$ cat config.mk
export PLATFORM = sky130hd
export DESIGN_NAME = pc_fetch_unit
export DESIGN_NICKNAME = d
export VERILOG_FILES = /design/src/rtl/pc_fetch_unit_pkg.sv /design/src/rtl/pc_fetch_unit_next_pc_sel.sv /design/src/rtl/pc_fetch_unit.sv
export SDC_FILE = /design/constraint.sdc
export NUM_CORES = 1
export LEC_CHECK = 0
export CAP_MARGIN = 20
export CORE_ASPECT_RATIO = 1.5
export CORE_UTILIZATION = 42
export CTS_CLUSTER_DIAMETER = 50
export DETAILED_ROUTE_END_ITERATION = 7
export PLACE_DENSITY = 0.86
export SYNTH_ARGS = -nofsm -noshare
export SYNTH_HDL_FRONTEND = slang
export SYNTH_SLANG_ARGS = --single-unit
$ cat constraint.sdc
create_clock -name clk -period 4 [get_ports clk]
set_input_delay 1.2 -clock clk [delete_from_list [all_inputs] [get_ports clk]]
set_output_delay 1.2 -clock clk [all_outputs]
set_load 0.01 [all_outputs]
$ cat src/rtl/pc_fetch_unit_pkg.sv
// Shared definitions for the fetch sequencer: FSM encoding, reset PC default
// and the word-alignment rule used by the next-PC selector.
package cpu_defs;

    localparam logic [1:0] ST_RST   = 2'd0;
    localparam logic [1:0] ST_FETCH = 2'd1;
    localparam logic [1:0] ST_ISSUE = 2'd2;
    localparam logic [1:0] ST_ERR   = 2'd3;

    localparam logic [31:0] DEFAULT_RESET_PC = 32'h0000_0000;
    localparam logic [1:0]  WORD_ALIGN_MASK  = 2'b00;

    function automatic logic is_word_aligned(input logic [31:0] addr);
        return addr[1:0] == WORD_ALIGN_MASK;
    endfunction

endpackage

$ cat src/rtl/pc_fetch_unit_next_pc_sel.sv
// Next-PC priority select (jump > branch > sequential) with alignment check.
module next_pc_sel
    import cpu_defs::*;
(
    input  logic [31:0] pc_plus4,
    input  logic        branch_taken,
    input  logic [31:0] branch_target,
    input  logic        jump,
    input  logic [31:0] jump_target,
    output logic [31:0] next_pc,
    output logic        misaligned
);

    logic [31:0] w_sel;

    always_comb begin
        w_sel = pc_plus4;
        if (jump)
            w_sel = jump_target;
        else if (branch_taken)
            w_sel = branch_target;
    end

    assign next_pc    = w_sel;
    assign misaligned = !is_word_aligned(w_sel);

endmodule

$ cat src/rtl/pc_fetch_unit.sv
// PC register and fetch/issue sequencer: fetches over a req/ack handshake,
// holds the word for decode until released, then advances the PC.
module pc_fetch_unit
    import cpu_defs::*;
#(
    parameter logic [31:0] RESET_PC = DEFAULT_RESET_PC,
    parameter int          CNT_W    = 32
) (
    input  logic             clk,
    input  logic             rst_n,
    output logic [31:0]      pc_o,
    input  logic [31:0]      pc_plus4_i,
    input  logic             branch_taken_i,
    input  logic [31:0]      branch_target_i,
    input  logic             jump_i,
    input  logic [31:0]      jump_target_i,
    input  logic             stall_i,
    output logic             imem_req_o,
    output logic [31:0]      imem_addr_o,
    input  logic             imem_ack_i,
    input  logic [31:0]      imem_rdata_i,
    output logic [31:0]      instr_o,
    output logic             instr_valid_o,
    output logic             misalign_o,
    output logic [CNT_W-1:0] issue_cnt_o
);

    localparam logic [CNT_W-1:0] CNT_ONE = CNT_W'(1);

    logic [1:0]       r_state;
    logic [31:0]      r_pc;
    logic [31:0]      r_instr;
    logic             r_instr_valid;
    logic             r_misalign;
    logic [CNT_W-1:0] r_cnt;

    logic [31:0]      w_next_pc;
    logic             w_misaligned;

    next_pc_sel u_next_pc_sel (
        .pc_plus4      (pc_plus4_i),
        .branch_taken  (branch_taken_i),
        .branch_target (branch_target_i),
        .jump          (jump_i),
        .jump_target   (jump_target_i),
        .next_pc       (w_next_pc),
        .misaligned    (w_misaligned)
    );

    always_ff @(posedge clk) begin
        if (!rst_n) begin
            r_state       <= ST_RST;
            r_pc          <= RESET_PC;
            r_instr       <= '0;
            r_instr_valid <= 1'b0;
            r_misalign    <= 1'b0;
            r_cnt         <= '0;
        end else begin
            case (r_state)
                ST_RST: r_state <= ST_FETCH;
                ST_FETCH: begin
                    if (imem_ack_i) begin
                        r_instr       <= imem_rdata_i;
                        r_instr_valid <= 1'b1;
                        r_state       <= ST_ISSUE;
                    end
                end
                ST_ISSUE: begin
                    if (!stall_i) begin
                        r_instr_valid <= 1'b0;
                        r_cnt         <= r_cnt + CNT_ONE;
                        // A bad target still counts as released, but the PC
                        // keeps the address of the offending instruction.
                        if (w_misaligned) begin
                            r_misalign <= 1'b1;
                            r_state    <= ST_ERR;
                        end else begin
                            r_pc    <= w_next_pc;
                            r_state <= ST_FETCH;
                        end
                    end
                end
                default: ;
            endcase
        end
    end

    assign pc_o          = r_pc;
    assign imem_req_o    = (r_state == ST_FETCH);
    assign imem_addr_o   = r_pc;
    assign instr_o       = r_instr;
    assign instr_valid_o = r_instr_valid;
    assign misalign_o    = r_misalign;
    assign issue_cnt_o   = r_cnt;

endmodule

==> impl_metrics.yaml <==
timing:
  slew_violations: 0
  worst_pin_slew_ps: 1060
  timing.slew.headroom_pct: 28.9
  setup_viol: 0
  tns_ps: 0
  fmax_ghz: 0.313
  whs_ps: 457
  rsz0062_at_grt: "no"
  fin_crit_ps: 3200
  skew_ps: 8.80
  hold_viol_final: 0
  period_share_pct: 80.0
critical_path:
  critPathMaxFanout: 20
  required_ps: 4280
  crit_arrival_ps: 3480
  path_buf_inv: 1
  crit_family: "simple AND/OR/NAND/NOR gates"
  path_class: "input port to register"
  critPathLaunchType: "input port"
  crit_slowest_cell: "or4_1"
  path_cells: "clkdlybuf4s50_1 -> nand4b_1 -> or4_1 -> or4_1 -> a21oi_1"
  cp_slowest_stage_delay_ps: 750
  crit_path_frequent_cell: "or4_1"
  critPathCaptureType: "register"
finish:
  multi_input_area_um2: 2320
  drive_gt1_share_pct: 3.77
  nFillCells: 904
  layout_commonest_cell: "clkdlybuf4s50_1"
  area_delta_synth_final_pct: 59.0
  seq_area_um2: 2000
  layout.nets: 930
  mostFrequentLayoutCells: "clkdlybuf4s50_1, nand2_1, dfxtp_1"
clock_tree:
  cts_resized: 0
  postCtsSetupBuffers: 0
  cts-root-buf: "clkbuf_16"
  cts_tree: "built"
  h-tree-depth: 3
  cts_buffer_depth: 2
  cts_made_buffers: 9
  cts.sinks: 100
  ctsHoldBuffers: 0
  clk_latency_ps: 340
  clk_pin_slew_ps: 70
pwr:
  internal-power_w: 0.00199
  pwr-share-clk_pct: 34.1
  net-switching-power_w: 0.000738
  combPwrFrac_pct: 24.5
  p_per_area_nw_per_um2: 358
  vdd_drop_max_v: 0.000250
  leakage_nw: 2.64
  seq_power_share_pct: 41.4
  swShare_pct: 27.1
synth:
  syn_area_um2: 4780
  synth_seq_area_share_pct: 41.9
  netlist.area_leader.share_pct: 41.9
  synth_top_cell_by_area: "dfxtp_1"
  ys_types: 45
  synth_nets: 725
  synth_ff_type: "dfxtp_1"
  synth_area_leaders: "dfxtp_1, nand2_1, mux2i_1"
  synthCells: 586
  syn_area_per_cell_um2: 8.16
  async_flop_share_pct: 0
  synth_seq_cells: 100
  ys_warn_count: 0
  synth_edf_count: 0
floorplan:
  coreArea_um2: 11100
  die_x_um: 89.1
  die_y_um: 133
  start_util_pct: 43.3
  die_area_um2: 11800
  io_pins: 265
  rows: 47
route:
  num_vias: 5065
  avgRoutedWirePerCell_um: 16.7
  first_iter_violations: 149
  dr.pass1.iters: 4
  ant_nets: 0
  wirelength_mm: 15.8
  via_per_inst: 5.37
  route.detailed.drc: 0
global_routing:
  grt_max_degree: 69
  antenna_found_initial: 1
  grt_pass1_vias: 4845
  grt_usage_pct: 26.1
  grt_first_pass_wirelength_mm: 23.9
  grt_overflow: 0
placed_design:
  port_buffers: 264
  globalplace.congestion: 0.806
  dp_hpwl_mm: 11.7
hold_path:
  min_path_type: "register to register"
flow_run:
  drv_cap: 0
status:
  status: "finished, final reports clean"
synth_stat cells (3+ instances only):
library cell	instances
nor2_1	13
o21ai_1	36
buf_1	3
buf_4	32
a21oi_1	54
xnor2_1	7
dfxtp_1	100
o2111ai_1	30
buf_2	4
clkbuf_1	37
nand2_1	136
inv_1	8
nand4_1	5
or4_1	14
ha_1	5
o21ai_0	3
nor3b_1	3
mux2i_1	31
nor4_1	5
xor2_1	3
or3_1	7
nor3_1	4
o31ai_1	14
nand3_1	7
logic make-up after synthesis:
| kind of cell | synth area share (%) |
|---|---|
| DFF | 41.9 |
| muxes | 6.49 |
| buffers and inverters | 9.60 |
| and+or+nand+nor | 20.3 |
| AOI/OAI and AO/OA | 18.6 |
| adders and majority gates | 1.31 |
| xor gates and xnor gates | 1.83 |
registers in the layout (all words and copies together), names as in the netlist:
| register | count |
|---|---|
| instr_valid_o | 1 |
| imem_addr_o | 32 |
| misalign_o | 1 |
| instr_o | 32 |
| r_state | 2 |
| issue_cnt_o | 32 |
final cells by class:
cell class / count / share of cell area [%]
diodes: 1 / 0.0329
clock buffers: 9 / 2.96
clock inverters: 6 / 1.18
inverters: 10 / 0.493
multi-input cells: 399 / 30.5
flip-flops and latches: 100 / 26.3
well taps: 147 / 2.42
repair buffers: 271 / 36.1
path summary, 6_finish.rpt:
| kind | depth (start not counted) | end | startpoint | slack, ps |
|---|---|---|---|---|
| max reg2reg | 6 | issue_cnt_o[31]$_SDFFE_PN0P_ | r_state[0]$_SDFFE_PN0P_ | 1510 |
| min | 2 | instr_o[6]$_SDFFE_PN0P_ | instr_o[6]$_SDFFE_PN0P_ | 460 |
| min reg2reg | 2 | instr_o[6]$_SDFFE_PN0P_ | instr_o[6]$_SDFFE_PN0P_ | 460 |
| max | 5 | issue_cnt_o[31]$_SDFFE_PN0P_ | stall_i | 800 |
tightest hold or removal path, cell delays in order (launching register included):
cell and delay, ps:
dfxtp_1 310, nand2_1 50, a21oi_1 50
power by group through the flow:
stage	clock network (W)	logic (W)	registers (W)
after floorplan	0	0.000263	0.00117
after global placement	0	0.000632	0.00114
after detailed placement	0	0.000648	0.00115
after CTS	0.000945	0.000652	0.00113
after global routing	0.000985	0.000718	0.00114
final	0.000929	0.000669	0.00113
per-layer routing:
layer,track usage [%],part of all wire [%],up-vias
met3,8.48,8.0,40
met4,10.8,3.4,0
met2,46.1,51,214
met5,0,0,-
li1,-,-,2453
met1,27.9,37,2358
per-stage QoR:
stage	cell area, um2	setup slack, ps	std cells	utilization (%)	power, W
floorplan	4780	1350	586	-	0.00144
global placement	7240	555	925	65.5	0.00178
detailed placement	7240	471	925	65.5	0.00180
CTS	7560	821	940	68.4	0.00273
global route	7600	708	942	68.8	0.00284
finish	7610	800	943	68.8	0.00273
No activity file was read; power rests on OpenSTA's default activity.
==> edit, RTL diff (config.mk and constraints unchanged) <==
Reset style: asynchronous (`rst_n`), changed in one clocked block.
--- a/src/rtl/pc_fetch_unit.sv
+++ b/src/rtl/pc_fetch_unit.sv
@@ -49,3 +49,3 @@
 
-    always_ff @(posedge clk) begin
+    always_ff @(posedge clk or negedge rst_n) begin
         if (!rst_n) begin
Function: differs if rst_n is asserted again (counterexample within 4 cycles, from zero or initial values and one cycle with rst_n low); with rst_n held inactive, the same outputs for 4 cycles.
==> edit against the original RTL <==
- maximum frequency increased by 12%
- setup slack improved by 0.35 ns
- hold slack improved by 0.038 ns
- area after synthesis increased by 4.6%
- routed wire length decreased by 9.7%
- clock skew about the same
- final area increased by 2.7%
- sequential cell count unchanged
- synthesized cell count decreased by 27%
- die area increased by 4.5%
- register-to-register slack improved by 0.34 ns
Power is not compared: it rests on default switching activity, and its combinational part moved more than twofold at a synthesized area within 25%.
==> edit: results (changes against the original RTL) <==
status: "complete, no violations"  # unchanged
min_path_cells: 1  # was 2
grt_use_met2_pct: 42.0  # was 46.1%
grt_util_met3_pct: 6.45  # was 8.48%
crit_path_max_incr_delay_ns: 0.58  # was 0.75 ns
synthFlopType: "dfrtp_1"  # was dfxtp_1
ys_top_cells_by_area: "dfrtp_1, mux2_2, mux2i_1"  # was dfxtp_1, nand2_1, mux2i_1
reg2reg_slack_ns: 1.85  # was 1.51 ns
hold_start: "issue_cnt_o[31]"  # was instr_o[6]
worstPathMaxFanout: 4  # was 20
maxSlewHeadroom_pct: 46.6  # was 28.9%
routabilityCongestion: 0.891  # was 0.806
worstSetupStartpoint: "r_state[1]"  # was stall_i
yosysSeqAreaShare_pct: 50.0  # was 41.9%
antenna_found_initial: 0  # was 1
dp_hpwl_um: 11300  # was 11700 um
synthesis.nets: 564  # was 725
drive_above_1_share_pct: 14.9  # was 3.77%
grt_use_total_pct: 23.1  # was 26.1%
synth_top_cell_by_area: "dfrtp_1"  # was dfxtp_1
dp_slack_ns: 0.839  # was 0.471 ns
async_flop_share_pct: 100  # was 0%
antenna_cells: 0  # was 1
path_delay_family: "buffers and inverters"  # was simple AND/OR/NAND/NOR gates
grt_pass1_wl_um: 22200  # was 23900 um
use_met1_pct: 24.9  # was 27.9%
grt_max_degree: 62  # was 69
fin_worst_skew_ns: 0.00914  # was 0.00880 ns
totalWireLength_um: 14200  # was 15800 um
via_per_inst: 5.03  # was 5.37
nNetsFinal: 794  # was 930
endpoint: "imem_req_o"  # was issue_cnt_o[31]
synthTopCellsByCount: "dfrtp_1, mux2_2, nand2_1, buf_4, o21ai_0"  # was nand2_1, dfxtp_1, a21oi_1, clkbuf_1, o21ai_1
dr.first_iter.drc_count: 154  # was 149
cp.arrival_ns: 1.65  # was 3.48 ns
grt_pass1_vias: 4278  # was 4845
ys_types: 40  # was 45
-- edit: cell types whose count changed after synthesis, moves of 11 or more --
cell,unedited run,this run
dfrtp_1,0,100
dfxtp_1,100,0
nand2_1,136,43
mux2_2,0,59
a21oi_1,54,0
o21ai_1,36,0
clkbuf_1,37,7
o2111ai_1,30,0
o21ai_0,3,31
xnor2_1,7,21
or4_1,14,1
o31ai_1,14,3
-- edit: area by class of cell --
cell class | instances | area (sq um) | share of cell area, %
Tap cell | 150 | 188 | 2.40
Multi-Input combinational cell | 267 | 2160 | 27.6
Clock buffer | 10 | 239 | 3.06
Timing Repair Buffer | 270 | 2680 | 34.2
Clock inverter | 5 | 28.8 | 0.368
Sequential cell | 100 | 2500 | 32.0
Inverter | 7 | 26.3 | 0.336
-- edit: worst min path at each step --
stage | to | slack [ns]
after global routing | instr_o[7] | 0.52
after floorplan | r_state[1] | 0.50
final | issue_cnt_o[31] | 0.50
after CTS | issue_cnt_o[27] | 0.50
after detailed placement | issue_cnt_o[31] | 0.49
after global placement | misalign_o | 0.45
-- edit: per-stage QoR --
| step | util, % | instances | instance area [sq um] | hold slack, ns | power [uW] |
|---|---|---|---|---|---|
| 2_1_floorplan | - | 425 | 5000 | 0.497 | 2460 |
| 3_3_place_gp | 65.5 | 794 | 7550 | 0.455 | 3470 |
| 3_5_place_dp | 65.5 | 794 | 7550 | 0.489 | 3550 |
| 4_1_cts | 67.8 | 809 | 7820 | 0.504 | 4360 |
| 5_1_grt | 67.8 | 809 | 7820 | 0.518 | 4530 |
| 6_report | 67.8 | 809 | 7820 | 0.496 | 4310 |
-- edit: kinds of logic after synthesis --
family / after synthesis / synth area share (%)
DFF: 100 / 50.0
muxes: 93 / 20.2
buffers and inverters: 58 / 7.10
AOI/OAI and AO/OA: 39 / 4.33
and+or+nand+nor: 99 / 11.7
adders and majority gates: 5 / 1.25
xor gates and xnor gates: 31 / 5.43
-- edit: report_power, final --
| group | switching, uW | internal [uW] | total, uW |
|---|---|---|---|
| clock | 362 | 432 | 793 |
| combinational | 715 | 1210 | 1920 |
| sequential | 249 | 1350 | 1600 |
| total | 1330 | 2990 | 4310 |
-- edit: worst reg2reg max path: cells and delay by family, from the launching register on --
kind                       cells  cell delay, ns
AOI/OAI and AO/OA              1            0.20
adders and majority gates      1            0.25
buffers and inverters          2            0.46
DFF                            1            0.44
muxes                          1            0.41
and+or+nand+nor                1            0.28
-- edit: per-layer routing --
| layer | wire length (um) | share of wire, % | up-vias |
|---|---|---|---|
| li1 | - | - | 1901 |
| met2 | 7430 | 52 | 192 |
| met5 | 0 | 0 | - |
| met1 | 5260 | 37 | 1951 |
| met4 | 436 | 3.1 | 0 |
| met3 | 1110 | 7.8 | 29 |
